## src/rtl/dcache_pkg.sv

```systemverilog
// ---------------------------------------------------------------------------
// | Module  : dcache_pkg                                                    |
// | Purpose : Shared types and width helpers for the data-cache responder.  |
// | Rev     : 1.0  initial release                                          |
// ---------------------------------------------------------------------------
`default_nettype none

package dcache_pkg;

  localparam int c_WORD_W    = 32;
  localparam int c_DEF_LINES = 4;
  localparam int c_DEF_WORDS = 4;

  typedef enum logic [1:0] {
    IDLE   = 2'd0,
    WB     = 2'd1,
    REFILL = 2'd2
  } dcache_state_e;

  // Byte-offset bits within a line (word select plus the two byte bits).
  function automatic int offBits(input int words);
    return $clog2(words) + 2;
  endfunction

  function automatic int idxBits(input int lines);
    return $clog2(lines);
  endfunction

  function automatic int tagBits(input int lines, input int words);
    return c_WORD_W - offBits(words) - idxBits(lines);
  endfunction

  function automatic int lineBits(input int words);
    return c_WORD_W * words;
  endfunction

  localparam int c_OFF    = offBits(c_DEF_WORDS);
  localparam int c_IDX    = idxBits(c_DEF_LINES);
  localparam int c_TAG    = tagBits(c_DEF_LINES, c_DEF_WORDS);
  localparam int c_LINE_W = lineBits(c_DEF_WORDS);

endpackage

`default_nettype wire

```

## src/rtl/dcache_responder_if.sv

```systemverilog
// ---------------------------------------------------------------------------
// | Module  : dcache_responder_if                                           |
// | Purpose : Core request bus plus line-wide memory handshake bundle.      |
// | Rev     : 1.0  initial release                                          |
// ---------------------------------------------------------------------------
`default_nettype none

interface dcache_responder_if #(
  parameter int WORDS = 4
);
  import dcache_pkg::*;

  // Core side
  logic [c_WORD_W-1:0]       addr;
  logic [c_WORD_W-1:0]       wdata;
  logic                      we;
  logic                      re;
  logic [c_WORD_W-1:0]       rdata;
  logic                      dhit;

  // Memory side
  logic                      mem_req;
  logic                      mem_we;
  logic [c_WORD_W-1:0]       mem_addr;
  logic [c_WORD_W*WORDS-1:0] mem_wdata;
  logic [c_WORD_W*WORDS-1:0] mem_rdata;
  logic                      mem_ready;

  // The responder itself
  modport slave (
    input  addr, wdata, we, re, mem_rdata, mem_ready,
    output rdata, dhit, mem_req, mem_we, mem_addr, mem_wdata
  );

  // The environment: core plus main memory
  modport master (
    output addr, wdata, we, re, mem_rdata, mem_ready,
    input  rdata, dhit, mem_req, mem_we, mem_addr, mem_wdata
  );

endinterface

`default_nettype wire

```

## src/rtl/dcache_line_store.sv

```systemverilog
// ---------------------------------------------------------------------------
// | Module  : dcache_line_store                                             |
// | Purpose : Valid/dirty/tag/data flop arrays with one read port, a word   |
// |           write port and a full-line fill port.                        |
// | Rev     : 1.0  initial release                                          |
// ---------------------------------------------------------------------------
`default_nettype none

module dcache_line_store
  import dcache_pkg::*;
#(
  parameter  int LINES    = 4,
  parameter  int WORDS    = 4,
  localparam int c_IDXW   = idxBits(LINES),
  localparam int c_TAGW   = tagBits(LINES, WORDS),
  localparam int c_WSEL   = $clog2(WORDS),
  localparam int c_LINEW  = lineBits(WORDS)
) (
  input  logic                clk,
  input  logic                reset,
  // Shared line/word select (the core holds its address stable on a miss)
  input  logic [c_IDXW-1:0]   index,
  input  logic [c_WSEL-1:0]   word,
  // Read port
  output logic                rdValid,
  output logic                rdDirty,
  output logic [c_TAGW-1:0]   rdTag,
  output logic [c_WORD_W-1:0] rdWord,
  output logic [c_LINEW-1:0]  rdLine,
  // Word write port (store hit)
  input  logic                wordWe,
  input  logic [c_WORD_W-1:0] wordData,
  // Line fill port (refill completion)
  input  logic                lineWe,
  input  logic [c_LINEW-1:0]  lineData,
  input  logic [c_TAGW-1:0]   lineTag,
  // Writeback completion
  input  logic                dirtyClr
);

  logic [LINES-1:0]    r_valid;
  logic [LINES-1:0]    r_dirty;
  logic [c_TAGW-1:0]   r_tag  [LINES];
  logic [c_LINEW-1:0]  r_data [LINES];

  // Status bits: reset clears them, a fill makes the line clean and valid.
  always_ff @(posedge clk) begin
    if (reset) begin
      r_valid <= '0;
      r_dirty <= '0;
    end else if (lineWe) begin
      r_valid[index] <= 1'b1;
      r_dirty[index] <= 1'b0;
    end else if (wordWe) begin
      r_dirty[index] <= 1'b1;
    end else if (dirtyClr) begin
      r_dirty[index] <= 1'b0;
    end
  end

  // Tag and data payload; writes are suppressed while reset is asserted so an
  // aborted refill never lands in the array.
  always_ff @(posedge clk) begin
    if (!reset) begin
      if (lineWe) begin
        r_tag[index]  <= lineTag;
        r_data[index] <= lineData;
      end else if (wordWe) begin
        r_data[index][c_WORD_W*int'(word) +: c_WORD_W] <= wordData;
      end
    end
  end

  assign rdValid = r_valid[index];
  assign rdDirty = r_dirty[index];
  assign rdTag   = r_tag[index];
  assign rdLine  = r_data[index];
  assign rdWord  = r_data[index][c_WORD_W*int'(word) +: c_WORD_W];

endmodule

`default_nettype wire

```

## src/rtl/dcache_responder.sv

```systemverilog
// ---------------------------------------------------------------------------
// | Module  : dcache_responder                                              |
// | Purpose : Direct-mapped write-back write-allocate data cache serving    |
// |           the multicycle core, with a line-wide memory handshake.       |
// | Rev     : 1.0  initial release                                          |
// ---------------------------------------------------------------------------
`default_nettype none

module dcache_responder
  import dcache_pkg::*;
#(
  parameter int LINES = 4,
  parameter int WORDS = 4
) (
  input  logic               clk,
  input  logic               reset,
  dcache_responder_if.slave  bus
);

  localparam int c_OFFW  = offBits(WORDS);
  localparam int c_IDXW  = idxBits(LINES);
  localparam int c_TAGW  = tagBits(LINES, WORDS);
  localparam int c_WSEL  = $clog2(WORDS);
  localparam int c_LINEW = lineBits(WORDS);

  // Address split
  logic [c_TAGW-1:0]   w_tag;
  logic [c_IDXW-1:0]   w_index;
  logic [c_WSEL-1:0]   w_word;
  logic                w_unusedAddrBits;

  assign w_tag            = bus.addr[c_WORD_W-1 -: c_TAGW];
  assign w_index          = bus.addr[c_OFFW +: c_IDXW];
  assign w_word           = bus.addr[2 +: c_WSEL];
  assign w_unusedAddrBits = ^bus.addr[1:0];

  // Line store read side
  logic                w_lineValid;
  logic                w_lineDirty;
  logic [c_TAGW-1:0]   w_lineTag;
  logic [c_WORD_W-1:0] w_readWord;
  logic [c_LINEW-1:0]  w_victimLine;

  logic                w_req;
  logic                w_hit;

  assign w_req = bus.re | bus.we;
  assign w_hit = w_lineValid & (w_lineTag == w_tag);

  // FSM and registered memory-side outputs
  dcache_state_e       r_state,     w_stateNext;
  logic                r_memReq,    w_memReqNext;
  logic                r_memWe,     w_memWeNext;
  logic [c_WORD_W-1:0] r_memAddr,   w_memAddrNext;
  logic [c_LINEW-1:0]  r_memWdata,  w_memWdataNext;

  logic                w_dhit;
  logic                w_wordWe;
  logic                w_lineWe;
  logic                w_dirtyClr;

  dcache_line_store #(
    .LINES (LINES),
    .WORDS (WORDS)
  ) u_store (
    .clk      (clk),
    .reset    (reset),
    .index    (w_index),
    .word     (w_word),
    .rdValid  (w_lineValid),
    .rdDirty  (w_lineDirty),
    .rdTag    (w_lineTag),
    .rdWord   (w_readWord),
    .rdLine   (w_victimLine),
    .wordWe   (w_wordWe),
    .wordData (bus.wdata),
    .lineWe   (w_lineWe),
    .lineData (bus.mem_rdata),
    .lineTag  (w_tag),
    .dirtyClr (w_dirtyClr)
  );

  // State and memory-request registers; reset aborts any open transaction.
  always_ff @(posedge clk) begin
    if (reset) begin
      r_state    <= IDLE;
      r_memReq   <= 1'b0;
      r_memWe    <= 1'b0;
      r_memAddr  <= '0;
      r_memWdata <= '0;
    end else begin
      r_state    <= w_stateNext;
      r_memReq   <= w_memReqNext;
      r_memWe    <= w_memWeNext;
      r_memAddr  <= w_memAddrNext;
      r_memWdata <= w_memWdataNext;
    end
  end

  // Next-state, hit/stall flag, array write strobes and next memory request.
  always_comb begin
    w_stateNext    = r_state;
    w_memReqNext   = r_memReq;
    w_memWeNext    = r_memWe;
    w_memAddrNext  = r_memAddr;
    w_memWdataNext = r_memWdata;
    w_dhit         = 1'b0;
    w_wordWe       = 1'b0;
    w_lineWe       = 1'b0;
    w_dirtyClr     = 1'b0;

    case (r_state)
      IDLE: begin
        w_dhit = !w_req || w_hit;
        if (w_req && w_hit) begin
          // A store wins over a simultaneous load.
          w_wordWe = bus.we;
        end else if (w_req) begin
          w_memReqNext = 1'b1;
          if (w_lineValid && w_lineDirty) begin
            // Evict the victim first; its address comes from the stored tag.
            w_stateNext    = WB;
            w_memWeNext    = 1'b1;
            w_memAddrNext  = {w_lineTag, w_index, {c_OFFW{1'b0}}};
            w_memWdataNext = w_victimLine;
          end else begin
            w_stateNext   = REFILL;
            w_memWeNext   = 1'b0;
            w_memAddrNext = {w_tag, w_index, {c_OFFW{1'b0}}};
          end
        end
      end

      WB: begin
        if (bus.mem_ready) begin
          // Chain straight into the refill so mem_req stays asserted.
          w_dirtyClr    = 1'b1;
          w_stateNext   = REFILL;
          w_memReqNext  = 1'b1;
          w_memWeNext   = 1'b0;
          w_memAddrNext = {w_tag, w_index, {c_OFFW{1'b0}}};
        end
      end

      REFILL: begin
        if (bus.mem_ready) begin
          w_lineWe     = 1'b1;
          w_stateNext  = IDLE;
          w_memReqNext = 1'b0;
          w_memWeNext  = 1'b0;
        end
      end

      default: begin
        w_stateNext  = IDLE;
        w_memReqNext = 1'b0;
        w_memWeNext  = 1'b0;
      end
    endcase
  end

  assign bus.dhit      = w_dhit;
  assign bus.rdata     = (r_state == IDLE && w_hit) ? w_readWord : '0;
  assign bus.mem_req   = r_memReq;
  assign bus.mem_we    = r_memWe;
  assign bus.mem_addr  = r_memAddr;
  assign bus.mem_wdata = r_memWdata;

endmodule

`default_nettype wire

```

## src/flat_wrapper.sv

```systemverilog
// flat-port wrapper written by rule: the top's interface ports become plain ports
module dcache_responder_flat import dcache_pkg::*;
#(
  parameter int LINES = 4,
  parameter int WORDS = 4
)
  (clk, reset, bus_addr, bus_wdata, bus_we, bus_re, bus_mem_rdata, bus_mem_ready, bus_rdata, bus_dhit, bus_mem_req, bus_mem_we, bus_mem_addr, bus_mem_wdata);
  dcache_responder_if #(.WORDS(WORDS)) bus_i ();
  input  logic clk;
  input  logic reset;
  input wire logic [$bits(bus_i.addr)-1:0] bus_addr;
  input wire logic [$bits(bus_i.wdata)-1:0] bus_wdata;
  input wire logic [$bits(bus_i.we)-1:0] bus_we;
  input wire logic [$bits(bus_i.re)-1:0] bus_re;
  input wire logic [$bits(bus_i.mem_rdata)-1:0] bus_mem_rdata;
  input wire logic [$bits(bus_i.mem_ready)-1:0] bus_mem_ready;
  output wire logic [$bits(bus_i.rdata)-1:0] bus_rdata;
  output wire logic [$bits(bus_i.dhit)-1:0] bus_dhit;
  output wire logic [$bits(bus_i.mem_req)-1:0] bus_mem_req;
  output wire logic [$bits(bus_i.mem_we)-1:0] bus_mem_we;
  output wire logic [$bits(bus_i.mem_addr)-1:0] bus_mem_addr;
  output wire logic [$bits(bus_i.mem_wdata)-1:0] bus_mem_wdata;
  assign bus_i.addr = bus_addr;
  assign bus_i.wdata = bus_wdata;
  assign bus_i.we = bus_we;
  assign bus_i.re = bus_re;
  assign bus_i.mem_rdata = bus_mem_rdata;
  assign bus_i.mem_ready = bus_mem_ready;
  assign bus_rdata = bus_i.rdata;
  assign bus_dhit = bus_i.dhit;
  assign bus_mem_req = bus_i.mem_req;
  assign bus_mem_we = bus_i.mem_we;
  assign bus_mem_addr = bus_i.mem_addr;
  assign bus_mem_wdata = bus_i.mem_wdata;
  dcache_responder #(.LINES(LINES), .WORDS(WORDS)) u_core (.clk(clk), .reset(reset), .bus(bus_i));
endmodule
```

## config.mk

```make
export PLATFORM = sky130hd
export DESIGN_NAME = dcache_responder_flat
export DESIGN_NICKNAME = d
export VERILOG_FILES = /design/src/rtl/dcache_pkg.sv /design/src/rtl/dcache_responder_if.sv /design/src/rtl/dcache_line_store.sv /design/src/rtl/dcache_responder.sv /design/src/flat_wrapper.sv
export SDC_FILE = /design/constraint.sdc
export NUM_CORES = 1
export LEC_CHECK = 0
export BUFFER_PORTS_ARGS = -buffer_cell sky130_fd_sc_hd__buf_2
export CORE_MARGIN = 2
export CORE_UTILIZATION = 25
export DETAILED_ROUTE_END_ITERATION = 10
export GPL_TIMING_DRIVEN = 0
export PLACE_DENSITY_LB_ADDON = 0.05
export SKIP_LAST_GASP = 1
export SYNTH_ARGS = -nofsm -noshare
export SYNTH_HDL_FRONTEND = slang
export SYNTH_SLANG_ARGS = --single-unit
```

## constraint.sdc

```tcl
create_clock -name clk -period 5.9 [get_ports clk]
set_input_delay 0.295 -clock clk [delete_from_list [all_inputs] [get_ports clk]]
set_output_delay 0.295 -clock clk [all_outputs]
set_load 0.005 [all_outputs]
```

Word level (Yosys, flattened, before mapping)
Memory sizes are Yosys's and may differ from the RTL's.
Cells that the tools add are included.
{ "totals": {"output_inout_bits": 195, "memories": 2, "mem_bits_rw": 616, "regBits": 172} }
{ "op_classes": {"eq_ne": 8, "order_cmp": 2, "n_bitwise": 135, "addsub": 1, "muxes": 171, "reduce_logical": 14, "shift": 3} }
{ "mem_list": {"columns": ["name", "depth", "width", "rd", "rd_clocked_by_memory_dff", "wr", "line", "text"], "rows": [
  ["u_core.u_store.r_data", 4, 128, 1, 0, 1, "dcache_line_store.sv:44", "logic [c_LINEW-1:0] r_data [LINES];"],
  ["u_core.u_store.r_tag", 4, 26, 1, 0, 1, "dcache_line_store.sv:43", "logic [c_TAGW-1:0] r_tag [LINES];"]
]} }
{ "ops": {"columns": ["cell", "n"], "rows": [
  ["32-bit two-way mux", 5],
  ["1-bit two-way mux", 150],
  ["1-bit bitwise OR", 129],
  ["128-bit two-way mux", 1],
  ["32-bit by 33-bit variable shift with 128-bit output, first input constant", 1],
  ["128-bit by 8-bit indexed part select with 32-bit output", 1],
  ["32-bit by 33-bit indexed part select with 128-bit output", 1],
  ["32-bit one-hot mux with 2 select lines", 1],
  ["7-bit negator with 33-bit output", 1],
  ["26-bit == test", 1],
  ["4-bit two-way mux", 3],
  ["4-bit AND reduction", 3],
  ["2-bit two-way mux", 5],
  ["4-bit bitwise OR", 2],
  ["2-bit != test, second input constant", 3],
  ["2-bit one-hot mux with 3 select lines", 1],
  ["4-bit AND", 1],
  ["1-bit binary-select mux with 2-bit select", 2],
  ["1-bit logical AND", 4],
  ["2-bit by 1-bit != test with 1-bit output, second input constant", 2],
  ["4-bit inverter", 1],
  ["2-bit by 3-bit less-than comparator with 1-bit output, second input constant", 1],
  ["1-bit one-hot mux with 3 select lines", 1],
  ["3-bit AND reduction", 1],
  ["13 further kinds", 13]
]} }

Longest topological paths before layout
{ "logic_depth": {"word_depth": 11, "ltp_mapped": 14, "ltp_nobuf": 8} }

Hierarchy
Synthesis repeated with hierarchy kept, for this count alone.
{ "unflattened": {"hier_cells": 2126, "area_unflattened_um2": 32198.4} }
{ "modules_own_cells": {"columns": ["module", "seq_area_each_um2", "cells_each", "area_each_um2", "n_inst"], "rows": [
  ["dcache_line_store", 18657.9, 1441, 25375.6, 1],
  ["dcache_responder", 3203.1, 685, 6822.8, 1]
]} }

Least setup slack after synthesis
Ideal clock, no wire load.
{ "synth_path": {"kind": "in2reg", "start": "input bus_addr[4]", "end": "memory u_core.u_store.r_data[0][0] in the netlist's numbering (enable)", "t_required_ps": 5468, "slack_ps": 1298, "setup_time_ps": 432, "arrival_time_ps": 4170, "stages": 11, "path_buffers": 4, "cell_sequence": "buf_6 buf_8 buf_6 mux4_2 xnor2_1 nand2_1 nor3_2 nand4_1 buf_2 or3b_2 a21oi_1"} }
{ "synth_via": {"elab_chain_cells": 11, "elab_cells_between_ends": 13} }
{ "synth_lines": {"columns": ["element", "line", "text"], "rows": [
  ["start, declared", "flat_wrapper.sv:11", "input wire logic [$bits(bus_i.addr)-1:0] bus_addr;"],
  ["memory 4 x 26 bit or 1-bit binary-select mux with 2-bit select (tied branches)", null, null],
  ["26-bit == test or 1-bit two-way mux (tied branches)", "dcache_responder.sv:48, dcache_line_store.sv:74", null],
  ["1-bit AND", "dcache_responder.sv:48", "assign w_hit = w_lineValid & (w_lineTag == w_tag);"],
  ["1-bit logical AND", "dcache_responder.sv:115", "if (w_req && w_hit) begin"],
  ["1-bit two-way mux", "dcache_responder.sv:115", null],
  ["1-bit two-way mux", "dcache_responder.sv:112", "case (r_state)"],
  ["1-bit two-way mux", "dcache_line_store.sv:68", "end else if (wordWe) begin"],
  ["1-bit two-way mux", "dcache_line_store.sv:65", "if (lineWe) begin"],
  ["1-bit two-way mux", "dcache_line_store.sv:64", "if (!reset) begin"],
  ["128-bit two-way mux (implied by the code)", "dcache_line_store.sv:69", "r_data[index][c_WORD_W*int'(word) +: c_WORD_W] <= wordData;"],
  ["1-bit bitwise OR (no source line)", null, null],
  ["end, declared", "dcache_line_store.sv:44", null]
]} }
Several ways; a longest one is shown, not always the timed one. The select of a mux whose other input is x is not followed.

Final worst setup path
{ "layout_path": {"start": "memory u_core.u_store.r_tag[2][2] in the netlist's numbering", "end": "memory u_core.u_store.r_data[1][44] in the netlist's numbering (enable)"} }
{ "layout_via": {"elab_chain_cells": 11} }
{ "layout_lines": {"columns": ["element", "line"], "rows": [
  ["start, declared", "dcache_line_store.sv:43"],
  ["memory 4 x 26 bit", null],
  ["26-bit == test", "dcache_responder.sv:48"],
  ["1-bit AND", "dcache_responder.sv:48"],
  ["1-bit logical AND", "dcache_responder.sv:115"],
  ["1-bit two-way mux", "dcache_responder.sv:115"],
  ["1-bit two-way mux", "dcache_responder.sv:112"],
  ["1-bit two-way mux", "dcache_line_store.sv:68"],
  ["1-bit two-way mux", "dcache_line_store.sv:65"],
  ["1-bit two-way mux", "dcache_line_store.sv:64"],
  ["128-bit two-way mux (implied by the code)", "dcache_line_store.sv:69"],
  ["1-bit bitwise OR (no source line)", null]
]} }
Every way passes these cells.

==> summary.md <==
| Metric | Value |
|---|---|
| Post-synth EDFFs | 616 |
| Post-synth top area cell | edfxtp_1 |
| Async set-or-reset flop fraction in the synthesized netlist | 0% |
| Crit-path cells | mux4_2, xnor2_1, nand4_1, a2111oi_4, nand4_1, nand4bb_1, buf_2, buf_2, a21oi_4, buf_16, buf_16 |
| Yosys warns | 0 |
| Placed cell count | 4421 |
| Finished Layout Cells | 4632 |
| Netlist Area Pre-Place | 33300 um^2 |
| Largest net degree at the start of global routing | 23 |
| CP Launch Type | register |
| Fin crit share | 80.3% |
| Share of layout cells above drive strength 1 | 29.2% |
| H-tree depth | 3 |
| Hold Violations, Final | 0 |
| CTS tree | built |
| Total number of vias | 21.9k |
| HP Start | bus_mem_rdata[6] |
| Clock Sinks | 784 |
| Hold_ws | 60.7 ps |
| Cts bufs inserted | 95 |
| Fin worst setup slack | 1160 ps |
| Req. time, crit path | 6280 ps |
| Global-route wire length before repair | 183000 um |
| Final Max Tran Viols | 0 |
| Flops & latches, synth | 784 |
| Final Util | 31.7% |
| Min-Delay Path Class | in -> reg |
| Worst Max-Slew Pin Slew | 1290 ps |
| Clk_skew | 24.9 ps |
| Core area | 133000 um^2 |
| Max VDD drop | 0.205 mV |
| FF-to-FF setup slack | 1160 ps |
| Critical Path AT | 5120 ps |
| Synthesis-to-finish area growth | 26.3% |
| Sequential share of the synthesized area | 65.6% |
| Most common cell after layout, fill and taps aside | edfxtp_1 |
| WL/cell | 29.4 um |
| CP endpoint kind | register |
| R2R cell count | 11 |
| Delay of the slowest critical-path stage | 750 ps |
| IO Pins | 392 |
| Most frequent cells in the layout | edfxtp_1 (616), buf_2 (414), mux4_2 (182) |
| CP max-delay cell | a21oi_4 |
| Worst Hold Path EP | u_core.u_store.r_data[3][6] |
| Setup bufs post-CTS | 0 |
| Die height | 369 um |
| CTS max path bufs | 3 |
| DRT Pass-1 Iters | 5 |
| Routed wire length | 136000 um |
| FF-to-FF Start | u_core.u_store.r_tag[2][2] |
| Post-DRT Antenna Nets | 0 |
| TNS Setup | 0 ps |
| Outcome | complete, no violations |
| Clk slew on worst S/H paths | 60 ps |
| Initial antenna violation count | 16 |
| Yosys top cell area share | 55.5% |
| Mean Syn Cell Area | 14.9 um^2 |
| Critical path class | reg -> reg |
| Die Wd | 369 um |
| Vias in the first global route | 22.6k |
| DP HPWL | 103000 um |
| Main synth FF type | edfxtp_1 |
| Reg2reg end | u_core.u_store.r_data[1][44] |
| Tot GR Track Use | 19.7% |
| Post-route minimum period | 4740 ps |
| RSZ-0062 raised after global routing | false |
| Root Buffer | clkbuf_16 |
| Synth top area cells | edfxtp_1 (55%), mux4_2 (12%), dfxtp_1 (10%) |
| FMAX | 0.211 GHz |
| Total grt overflow | 0 |
| Worst slack, placed | 533 ps |
| Pwr dens | 310 nW/um^2 |
| Mapped Cells | 2231 |
| Max_slew headroom | 14.0% |
| Initial core utilization | 25.1% |
| Critical path peak fanout | 13 |
| Iteration-0 DRC Markers | 1465 |
| Min-Delay Path Depth | 3 |
| Drt drc | 0 |
| Total Die Area | 136000 um^2 |
| Synth cell types | 54 |
| Placer Congestion | 0.813 |
| Row count | 134 |
| MaxCap Viol Count | 0 |
| Leak pwr | 0.0154 uW |
| Vias per cell | 4.72 |
| Clk_lat worst skew | 680 ps |
| Final setup vio count | 0 |
| Nets | 2983 |
| PortBufs | 383 |
-- per-stage QoR --
| stage | area, um^2 | power (uW) |
|---|---|---|
| finish | 42100 | 13100 |
| global route | 42100 | 13500 |
| CTS | 42100 | 13200 |
| detailed placement | 38700 | 7240 |
| global placement | 37500 | 7190 |
| floorplan | 33400 | 6700 |
-- worst max path at each step --
stage                                          start                            to  slack (ps)  depth (start not counted)
after floorplan                          bus_addr[4]   u_core.u_store.r_data[0][0]        1300                         11
after global placement                   bus_addr[5]  u_core.u_store.r_data[1][46]       -3040                         11
after detailed placement                 bus_addr[4]  u_core.u_store.r_data[3][46]         530                         11
after CTS                 u_core.u_store.r_tag[2][2]                 bus_rdata[30]         900                          9
after global routing      u_core.u_store.r_tag[2][2]                 bus_rdata[30]        1010                          9
final                     u_core.u_store.r_tag[2][2]  u_core.u_store.r_data[1][44]        1160                         11
-- critical path, delay by kind of cell, from the launching register on --
kind | cells | cell delay, ps
muxes | 1 | 500
AOI/OAI and AO/OA | 2 | 1110
DFF | 1 | 370
xor gates and xnor gates | 1 | 440
buffers and inverters | 4 | 1070
and+or+nand+nor | 3 | 920
-- report_power, final --
part	internal, uW	leakage (uW)	switching, uW
logic	374	0.00700	664
clock network	3550	0.00153	2400
registers	6040	0.00691	32.8
total	9970	0.0154	3100
-- routing by layer --
layer	GRT usage [%]	up-vias	share of wire (%)
met4	5.64	8	2.9
met2	32.7	700	48
met3	3.59	175	5.4
met1	26.2	11360	43
li1	-	9619	-
met5	0	-	0.030
-- cells in the mapped netlist, drive strengths merged (25+ instances only) --
cell type	count
clkbuf	114
a21oi	161
o211ai	30
edfxtp	616
mux4	182
buf	62
nand2	147
o21ai	134
nor2b	40
mux2i	163
nand3	133
inv	137
dfxtp	168
o211a	25
-- cells by family (layout without fill, tap and decap cells) --
| kind of cell | count (synthesis) | in the layout | share of synthesized area [%] |
|---|---|---|---|
| AOI/OAI and AO/OA | 382 | 382 | 6.72 |
| xor gates and xnor gates | 27 | 27 | 0.732 |
| adders and majority gates | 8 | 8 | 0.300 |
| other | 1 | 8 | 0.0112 |
| muxes | 348 | 348 | 17.3 |
| DFF | 784 | 784 | 65.6 |
| and+or+nand+nor | 367 | 367 | 5.38 |
| buffers and inverters | 314 | 940 | 4.02 |
-- layout make-up --
type | instances | area (um^2)
Timing Repair Buffer | 447 | 3150
Buffer | 176 | 831
Clock buffer | 122 | 2560
Sequential cell | 784 | 21900
Clock inverter | 57 | 609
Multi-Input combinational cell | 1136 | 10400
Antenna cell | 4 | 10.0
Tap cell | 1768 | 2210
Inverter | 138 | 518
Fill cell | 13265 | 90800
-- state kept, by name, summed over array words and instances (netlist names), named ones only --
signal                  flops
u_core.u_store.r_data     512
u_core.bus.mem_wdata      128
u_core.u_store.r_tag      104
u_core.bus.mem_addr        28
u_core.u_store.r_valid      4
u_core.r_state              2
u_core.bus.mem_req          1
u_core.bus.mem_we           1
-- timing repair --
item                                   in CTS  in global routing
endpoints found under the hold margin     105                  0
hold buffers                               27                  0
resized for setup                           0                  0
(Power assumes the default switching activity.)
